$ cat src/rtl/vga_frame_pkg.sv
// Shared constants, FSM encoding and pixel->word mapping for the 800x480 1bpp frame buffer.
// Reader and writer both use pix_to_loc so their address/bit mapping can never diverge.
package vga_frame_pkg;
  localparam int H_ACTIVE    = 800;
  localparam int V_ACTIVE    = 480;
  localparam int WORD_W      = 16;
  localparam int ADDR_W      = 16;
  localparam int BIT_W       = $clog2(WORD_W);
  localparam int COORD_W     = 11;
  localparam int FRAME_WORDS = H_ACTIVE * V_ACTIVE / WORD_W;

  typedef enum logic [2:0] {
    ST_IDLE, ST_CALC, ST_READ, ST_WAIT, ST_WRITE, ST_CLEAR
  } state_e;

  typedef struct packed {
    logic [ADDR_W-1:0] addr;
    logic [BIT_W-1:0]  bidx;
  } pix_loc_t;

  function automatic pix_loc_t pix_to_loc(input logic [COORD_W-1:0] x,
                                          input logic [COORD_W-1:0] y);
    logic [31:0] pn;
    pix_loc_t    loc;
    pn       = 32'(y) * 32'(H_ACTIVE) + 32'(x);
    loc.addr = ADDR_W'(pn >> BIT_W);
    loc.bidx = pn[BIT_W-1:0];
    return loc;
  endfunction
endpackage

$ cat src/rtl/vga_pixel_addr.sv
// Combinational x,y -> RAM word address and bit index.
module vga_pixel_addr
  import vga_frame_pkg::*;
(
  input  logic [COORD_W-1:0] x_i,
  input  logic [COORD_W-1:0] y_i,
  output logic [ADDR_W-1:0]  addr_o,
  output logic [BIT_W-1:0]   bidx_o
);
  pix_loc_t loc;

  assign loc    = pix_to_loc(x_i, y_i);
  assign addr_o = loc.addr;
  assign bidx_o = loc.bidx;
endmodule

$ cat src/rtl/vga_frame_writer.sv
// Write side of the 1bpp frame buffer: single-pixel read-modify-write and full-frame fill.
// Requests are fully serialised, so repeated writes to one word always see prior results.
module vga_frame_writer
  import vga_frame_pkg::*;
(
  input  logic               clk,
  input  logic               reset_n,
  input  logic               pix_valid,
  output logic               pix_ready,
  input  logic [COORD_W-1:0] pix_x,
  input  logic [COORD_W-1:0] pix_y,
  input  logic               pix_value,
  input  logic               clear_req,
  input  logic               clear_value,
  output logic               busy,
  output logic               done,
  output logic               range_err,
  output logic [ADDR_W-1:0]  ram_read_address,
  input  logic [WORD_W-1:0]  ram_q,
  output logic [ADDR_W-1:0]  ram_write_address,
  output logic [WORD_W-1:0]  ram_d,
  output logic               ram_we
);
  localparam logic [COORD_W-1:0] H_LIM     = COORD_W'(H_ACTIVE);
  localparam logic [COORD_W-1:0] V_LIM     = COORD_W'(V_ACTIVE);
  localparam logic [ADDR_W-1:0]  LAST_WORD = ADDR_W'(FRAME_WORDS - 1);

  state_e              state_q;
  logic [COORD_W-1:0]  x_q, y_q;
  logic                val_q;
  logic [BIT_W-1:0]    bidx_q;
  logic [ADDR_W-1:0]   rd_addr_q, wr_addr_q;
  logic [WORD_W-1:0]   fill_q, merged_d;
  logic                we_q, done_q, rerr_q;
  logic [ADDR_W-1:0]   calc_addr;
  logic [BIT_W-1:0]    calc_bidx;
  logic                in_range;

  vga_pixel_addr u_addr (
    .x_i    (x_q),
    .y_i    (y_q),
    .addr_o (calc_addr),
    .bidx_o (calc_bidx)
  );

  assign in_range = (pix_x < H_LIM) && (pix_y < V_LIM);

  always_ff @(posedge clk or negedge reset_n) begin
    if (!reset_n) begin
      state_q   <= ST_IDLE;
      x_q       <= '0;
      y_q       <= '0;
      val_q     <= 1'b0;
      bidx_q    <= '0;
      rd_addr_q <= '0;
      wr_addr_q <= '0;
      fill_q    <= '0;
      we_q      <= 1'b0;
      done_q    <= 1'b0;
      rerr_q    <= 1'b0;
    end else begin
      done_q <= 1'b0;
      rerr_q <= 1'b0;
      case (state_q)
        ST_IDLE: begin
          if (clear_req) begin
            fill_q    <= {WORD_W{clear_value}};
            wr_addr_q <= '0;
            we_q      <= 1'b1;
            state_q   <= ST_CLEAR;
          end else if (pix_valid) begin
            x_q   <= pix_x;
            y_q   <= pix_y;
            val_q <= pix_value;
            if (in_range) state_q <= ST_CALC;
            else          rerr_q  <= 1'b1;
          end
        end
        ST_CALC: begin
          rd_addr_q <= calc_addr;
          bidx_q    <= calc_bidx;
          state_q   <= ST_READ;
        end
        ST_READ: state_q <= ST_WAIT;
        ST_WAIT: begin
          wr_addr_q <= rd_addr_q;
          we_q      <= 1'b1;
          done_q    <= 1'b1;
          state_q   <= ST_WRITE;
        end
        ST_WRITE: begin
          we_q    <= 1'b0;
          state_q <= ST_IDLE;
        end
        ST_CLEAR: begin
          if (wr_addr_q == LAST_WORD) begin
            we_q    <= 1'b0;
            done_q  <= 1'b1;
            state_q <= ST_IDLE;
          end else begin
            wr_addr_q <= wr_addr_q + 1'b1;
          end
        end
        default: begin
          we_q    <= 1'b0;
          state_q <= ST_IDLE;
        end
      endcase
    end
  end

  // Read data arrives after the WAIT cycle, so the merge is taken straight off ram_q.
  always_comb begin
    merged_d         = ram_q;
    merged_d[bidx_q] = val_q;
  end

  assign ram_d             = (state_q == ST_WRITE) ? merged_d : fill_q;
  assign ram_we            = we_q;
  assign ram_write_address = wr_addr_q;
  assign ram_read_address  = rd_addr_q;
  assign done              = done_q;
  assign range_err         = rerr_q;
  assign busy              = (state_q != ST_IDLE);
  assign pix_ready         = (state_q == ST_IDLE) && !clear_req;
endmodule

$ cat config.mk
export PLATFORM = sky130hd
export DESIGN_NAME = vga_frame_writer
export DESIGN_NICKNAME = d
export VERILOG_FILES = /design/src/rtl/vga_frame_pkg.sv /design/src/rtl/vga_pixel_addr.sv /design/src/rtl/vga_frame_writer.sv
export SDC_FILE = /design/constraint.sdc
export NUM_CORES = 1
export LEC_CHECK = 0
export CAP_MARGIN = 20
export CORE_UTILIZATION = 35
export CTS_BUF_LIST = sky130_fd_sc_hd__clkbuf_8 sky130_fd_sc_hd__clkbuf_16
export CTS_CLUSTER_DIAMETER = 30
export CTS_CLUSTER_SIZE = 20
export DETAILED_ROUTE_END_ITERATION = 12
export PLACE_DENSITY_LB_ADDON = 0.08
export SKIP_LAST_GASP = 1
export SLEW_MARGIN = 30
export SYNTH_ARGS = -nofsm -noshare
export SYNTH_HDL_FRONTEND = slang
export SYNTH_SLANG_ARGS = --single-unit
export TNS_END_PERCENT = 10
$ cat constraint.sdc
create_clock -name clk -period 5.4 [get_ports clk]
set_clock_uncertainty 0.05 [all_clocks]
set_input_delay 0.81 -clock clk [delete_from_list [all_inputs] [get_ports clk]]
set_output_delay 0.81 -clock clk [all_outputs]
set_load 0.05 [all_outputs]
Word level (Yosys, flattened, before mapping):

Cells that the tools add are included.

* register bits after elaboration: 66
* latch bits: 0
* bits in writable memories: 0
* bits in read-only memories: 0
* memories kept: 0

* $add $sub $neg: 2
* $mul: 1
* div/mod/pow operators: 0
* order comparisons: 4
* equal/unequal tests: 11
* shifts and indexed selects: 0
* mux-type cells: 21
* bitwise gates (word level): 2
* reduce and logical (&&, ||, !) cells: 13

Operator list (number)
* $mux 16: 3
* $pmux 16 s3: 1
* $add 20x11->20: 1
* $add 16x1->16 const B: 1
* $bwmux 16: 1
* $eq 16x15->1 const B: 1
* $mul 11x5->15 const B: 1
* $pmux 3 s5: 1
* $mux 3: 4
* $reduce_and 3->1: 4
* $lt 11x10->1 const B: 1
* $lt 11x9->1 const B: 1
* $mux 1: 8
* $eq 3x2->1 const B: 2
* $eq 3x3->1 const B: 2
* $ne 2x2->1 const B: 3
* $ne 3x3->1 const B: 2
* $reduce_bool 3->1: 2
* $lt 4x5->1 const B: 1
* $demux 1 s4: 1
* $ge 4x1->1 const B: 1
* $pmux 1 s4: 1
* $eq 3x1->1 const B: 1
* $logic_and 1x1->1: 3
* other kinds (6): 7

Longest topological paths before layout:

* depth after elaboration: 6
* depth in mapped cells: 13
* gate-level depth less buffers: 12

Hierarchy:

Synthesis repeated with hierarchy kept, for this count alone.

* cell total of the unflattened synthesis: 480
* area, all modules: 4883.4 um2

Modules (own cells, without submodules)
* vga_frame_writer: instances 1, cells each 319, area an instance 3497.1 um2, sequential area each 1651.6 um2
* vga_pixel_addr: instances 1, cells each 161, area an instance 1386.3 um2, sequential area each 0.0 um2

Least setup slack after synthesis:

OpenSTA, ideal clock, no wires.

* path type: reg2reg
* start: reg y_q[3]
* end: reg rd_addr_q[14] (netlist: ram_read_address[14])
* data arrival time: 3.764 ns
* setup slack: 1.504 ns
* stages on the path, launching flop included: 13
* buffers on the path: 0
* clock period less this slack: 3.896 ns
* path through: dfrtp_1 -> ha_1 -> ha_1 -> inv_1 -> fa_1 -> inv_1 -> ha_1 -> or2_2 -> a41o_1 -> xnor2_1 -> or4_4 -> or4_1 -> a31oi_1

* cells in the longest elaborated chain, start to end: 2

Ends and longest elaborated chain
* from (decl): line vga_frame_writer.sv:29 `logic [COORD_W-1:0] x_q, y_q;`
* from (signal assigned): line vga_frame_writer.sv:73 `y_q <= pix_y;`
* $mul 11x5->15: line vga_frame_pkg.sv:25 `pn = 32'(y) * 32'(H_ACTIVE) + 32'(x);`
* $add 20x11->20: line vga_frame_pkg.sv:25
* to (signal assigned): line vga_frame_writer.sv:80 `rd_addr_q <= calc_addr;`
* to (decl): line vga_frame_writer.sv:32 `logic [ADDR_W-1:0] rd_addr_q, wr_addr_q;`

No other way between the ends.
A chain may end at the register's enable or synchronous reset.

Final worst setup path:

Same ends and word-level chain as after synthesis.

==> results.md <==
- CP Launch Type: flip-flop
- Layout area overhead: 30.7%
- Crit-path leading delay family: adder cells
- MaxCap Viol Count: 0
- Most common cell after layout, fill and taps aside: clkdlybuf4s50_1
- CP dominant cell by count: ha_1
- WL final: between 10,000 and 15,000 um
- Post-Syn Nets: 596
- Number of antenna repair diodes: 0
- Slowest-stage cell, CP: or4_4
- Gp weighted congestion: 0.800
- Slew headroom: a little over two fifths
- 1st-pass router iterations: 4
- Via count: roughly 4,000
- Leading area contributor after synthesis: dfrtp_1
- Reg2Reg Setup Slack: 1.35 ns
- Average wire per standard cell: ~15 um
- Vias per cell: between 5 and 6
- Status: finished, final reports clean
- Io pins: 97
- Slew Limit Fails: 0
- Distinct cells, synth: 55
- Die outline height: roughly 120 um
- Synth area leaders: dfrtp_1 36%, ha_1 11%, mux2_2 6.1%
- NumNets Final: approximately 680
- Initial antenna violation count: 0
- Clock-pin slew on the worst setup and hold paths: ~0.050 ns
- Max clock buf depth: 2
- Detailed Place HPWL: just under 9000 um
- CP cell instances: ha_1 -> ha_1 -> inv_1 -> fa_1 -> inv_1 -> ha_1 -> or2_2 -> a41o_1 -> xnor2_1 -> or4_4 -> or4_1 -> a31oi_1
- Tmin final: 4.05 ns
- Count of final setup violators: 0
- Final Cycle Share: about three quarters
- Most frequent cells in the layout: 95 x clkdlybuf4s50_1, 66 x dfrtp_1, 56 x nand2_1
- Final Hold Viols: 0
- Buffers on Ports: 96
- Initial core utilization: ~36%
- Crit path DAT: ~4.3 ns
- CTS H-Tree Depth: 3
- Crit end category: flip-flop
- Overflow after GRT: 0
- Root buffer cell: clkbuf_16
- Post-CTS Setup Repair Bufs: 0
- Ys flop type: dfrtp_1
- Asr flop ratio synth: 100%
- Worst min-delay path class: flip-flop to flip-flop
- Post-synth EDFFs: 0
- Core Area: about 13,000 sq um
- Synth Warn #: 0
- Post_cts resized: 0
- DRT antenna net count: 0
- DIE AREA: between 10,000 and 15,000 sq um
- Syn Inst Count: around 500
- Unrepaired setup endpoints after global routing: false
- Buffers and inverters on the worst path: 2
- CP Max Fanout: 5
- Post-synthesis sequential area ratio: a little over a third
- Mean Syn Cell Area: just over 9 sq um
- Post-synthesis register bit count: 66
- Synth Cell Area: between 4000 and 5000 sq um
- Residual DRC count: 0
- Critical setup path kind: flip-flop to flip-flop
- CTS hold repair buffers: 0
- Share of the synthesized area in the top cell type: 35.6%
- Vias in the first global route: between 3,000 and 4,000
- First-pass GRT wire length: about 18,000 um
- Total negative slack: 0 ns
- Clk_lat worst skew: between 0.3 and 0.4 ns
- Initial drt markers: 243
- Die extent in x: roughly 120 um
- Total track usage: between 15 and 20%
- Required @ worst endpoint: around 5.6 ns
- Row count: 41
- Critical Path Max Stage Delay: approximately 0.50 ns
- Fmax: ~0.25 GHz
- Clock sinks: 66
- Worst-margin pin slew: approximately 0.85 ns
- CTS tree: done
- Share of cells above drive strength 1: 9.24%
- CTS buffer count: 9
- Pin count of the biggest net entering global routing: 67
## through the flow
stage / util [%] / setup WS [ns] / std cells / hold WS [ns] / area (sq um)
floorplan: - / 1.50 / 503 / 0.383 / 4640
global placement: 45.1 / 1.39 / 752 / 0.396 / 5760
detailed placement: 45.2 / 1.37 / 752 / 0.398 / 5780
CTS: 47.5 / 1.34 / 767 / 0.412 / 6060
global route: 47.5 / 1.15 / 767 / 0.437 / 6070
finish: 47.5 / 1.35 / 767 / 0.413 / 6070
## layout make-up
class,instances,area [sq um]
Clock buffer,9,225
Inverter,31,116
Timing Repair Buffer,100,990
Multi-Input combinational cell,383,2810
Sequential cell,66,1650
Clock inverter,6,60.1
Fill cell,1215,6710
Tap cell,172,215
## tightest hold or removal path: cells and delay by family, from the launching register on
family           cells  cell delay, ns
AND/OR/NAND/NOR      2            0.09
flip-flops           1            0.34
## synthesized netlist by cell type, types with 3 or more instances
master     number
o31ai_1         3
mux2i_1        15
nand2_1        57
mux2_2         25
nand4_1         3
nor3_1         17
or2_2           3
dfrtp_1        66
ha_1           42
inv_1          31
o2111ai_1       3
a22oi_1         4
nor4_1          5
a21oi_1        17
a31oi_1        22
and3_1          5
nand2b_1        6
fa_1            7
and2_1          4
xor2_1          5
a21o_1          9
o311ai_0        3
nor2_1         39
o21ai_0        29
xnor2_1        12
clkbuf_1       21
nand3_1        10
o211ai_1        5
## worst paths after layout
path / from / endpoint / cells past startpoint
max: y_q[3]$_DFFE_PN0P_ / ram_read_address[14]$_DFFE_PN0P_ / 12
min in group asynchronous: reset_n / ram_write_address[4]$_DFFE_PN0P_ / 2
max reg2reg: y_q[3]$_DFFE_PN0P_ / ram_read_address[14]$_DFFE_PN0P_ / 12
max in group asynchronous: reset_n / y_q[4]$_DFFE_PN0P_ / 2
min reg2reg: x_q[4]$_DFFE_PN0P_ / ram_read_address[0]$_DFFE_PN0P_ / 2
min: x_q[4]$_DFFE_PN0P_ / ram_read_address[0]$_DFFE_PN0P_ / 2
## layer usage
metal  global-route usage (%)  up-vias  part of all wire (%)
met2                     26.7       96                    45
met3                     3.71       10                   3.8
met1                     24.0     1909                    49
met4                     5.57        0                   1.2
met5                        0        -                     0
li1                         -     1994                     -
## registers in the layout, summed over array words and instances, names as in the netlist
name	flops
ram_we	1
ram_write_address	16
state_q	3
range_err	1
x_q	11
y_q	11
ram_read_address	16
done	1
fill_q	1
bidx_q	4
val_q	1
## cells by family after synthesis
kind of cell / after synthesis / share of synthesized area (%)
and+or+nand+nor: 158 / 15.8
AOI/OAI and AO/OA: 119 / 17.4
DFF: 66 / 35.6
buffers and inverters: 54 / 4.40
adders and majority gates: 49 / 14.3
muxes: 40 / 9.30
xor gates and xnor gates: 17 / 3.21
Power is left out: the tool's default activity adds up to more than one toggle a clock period on the data nets, which glitch-free logic cannot reach.
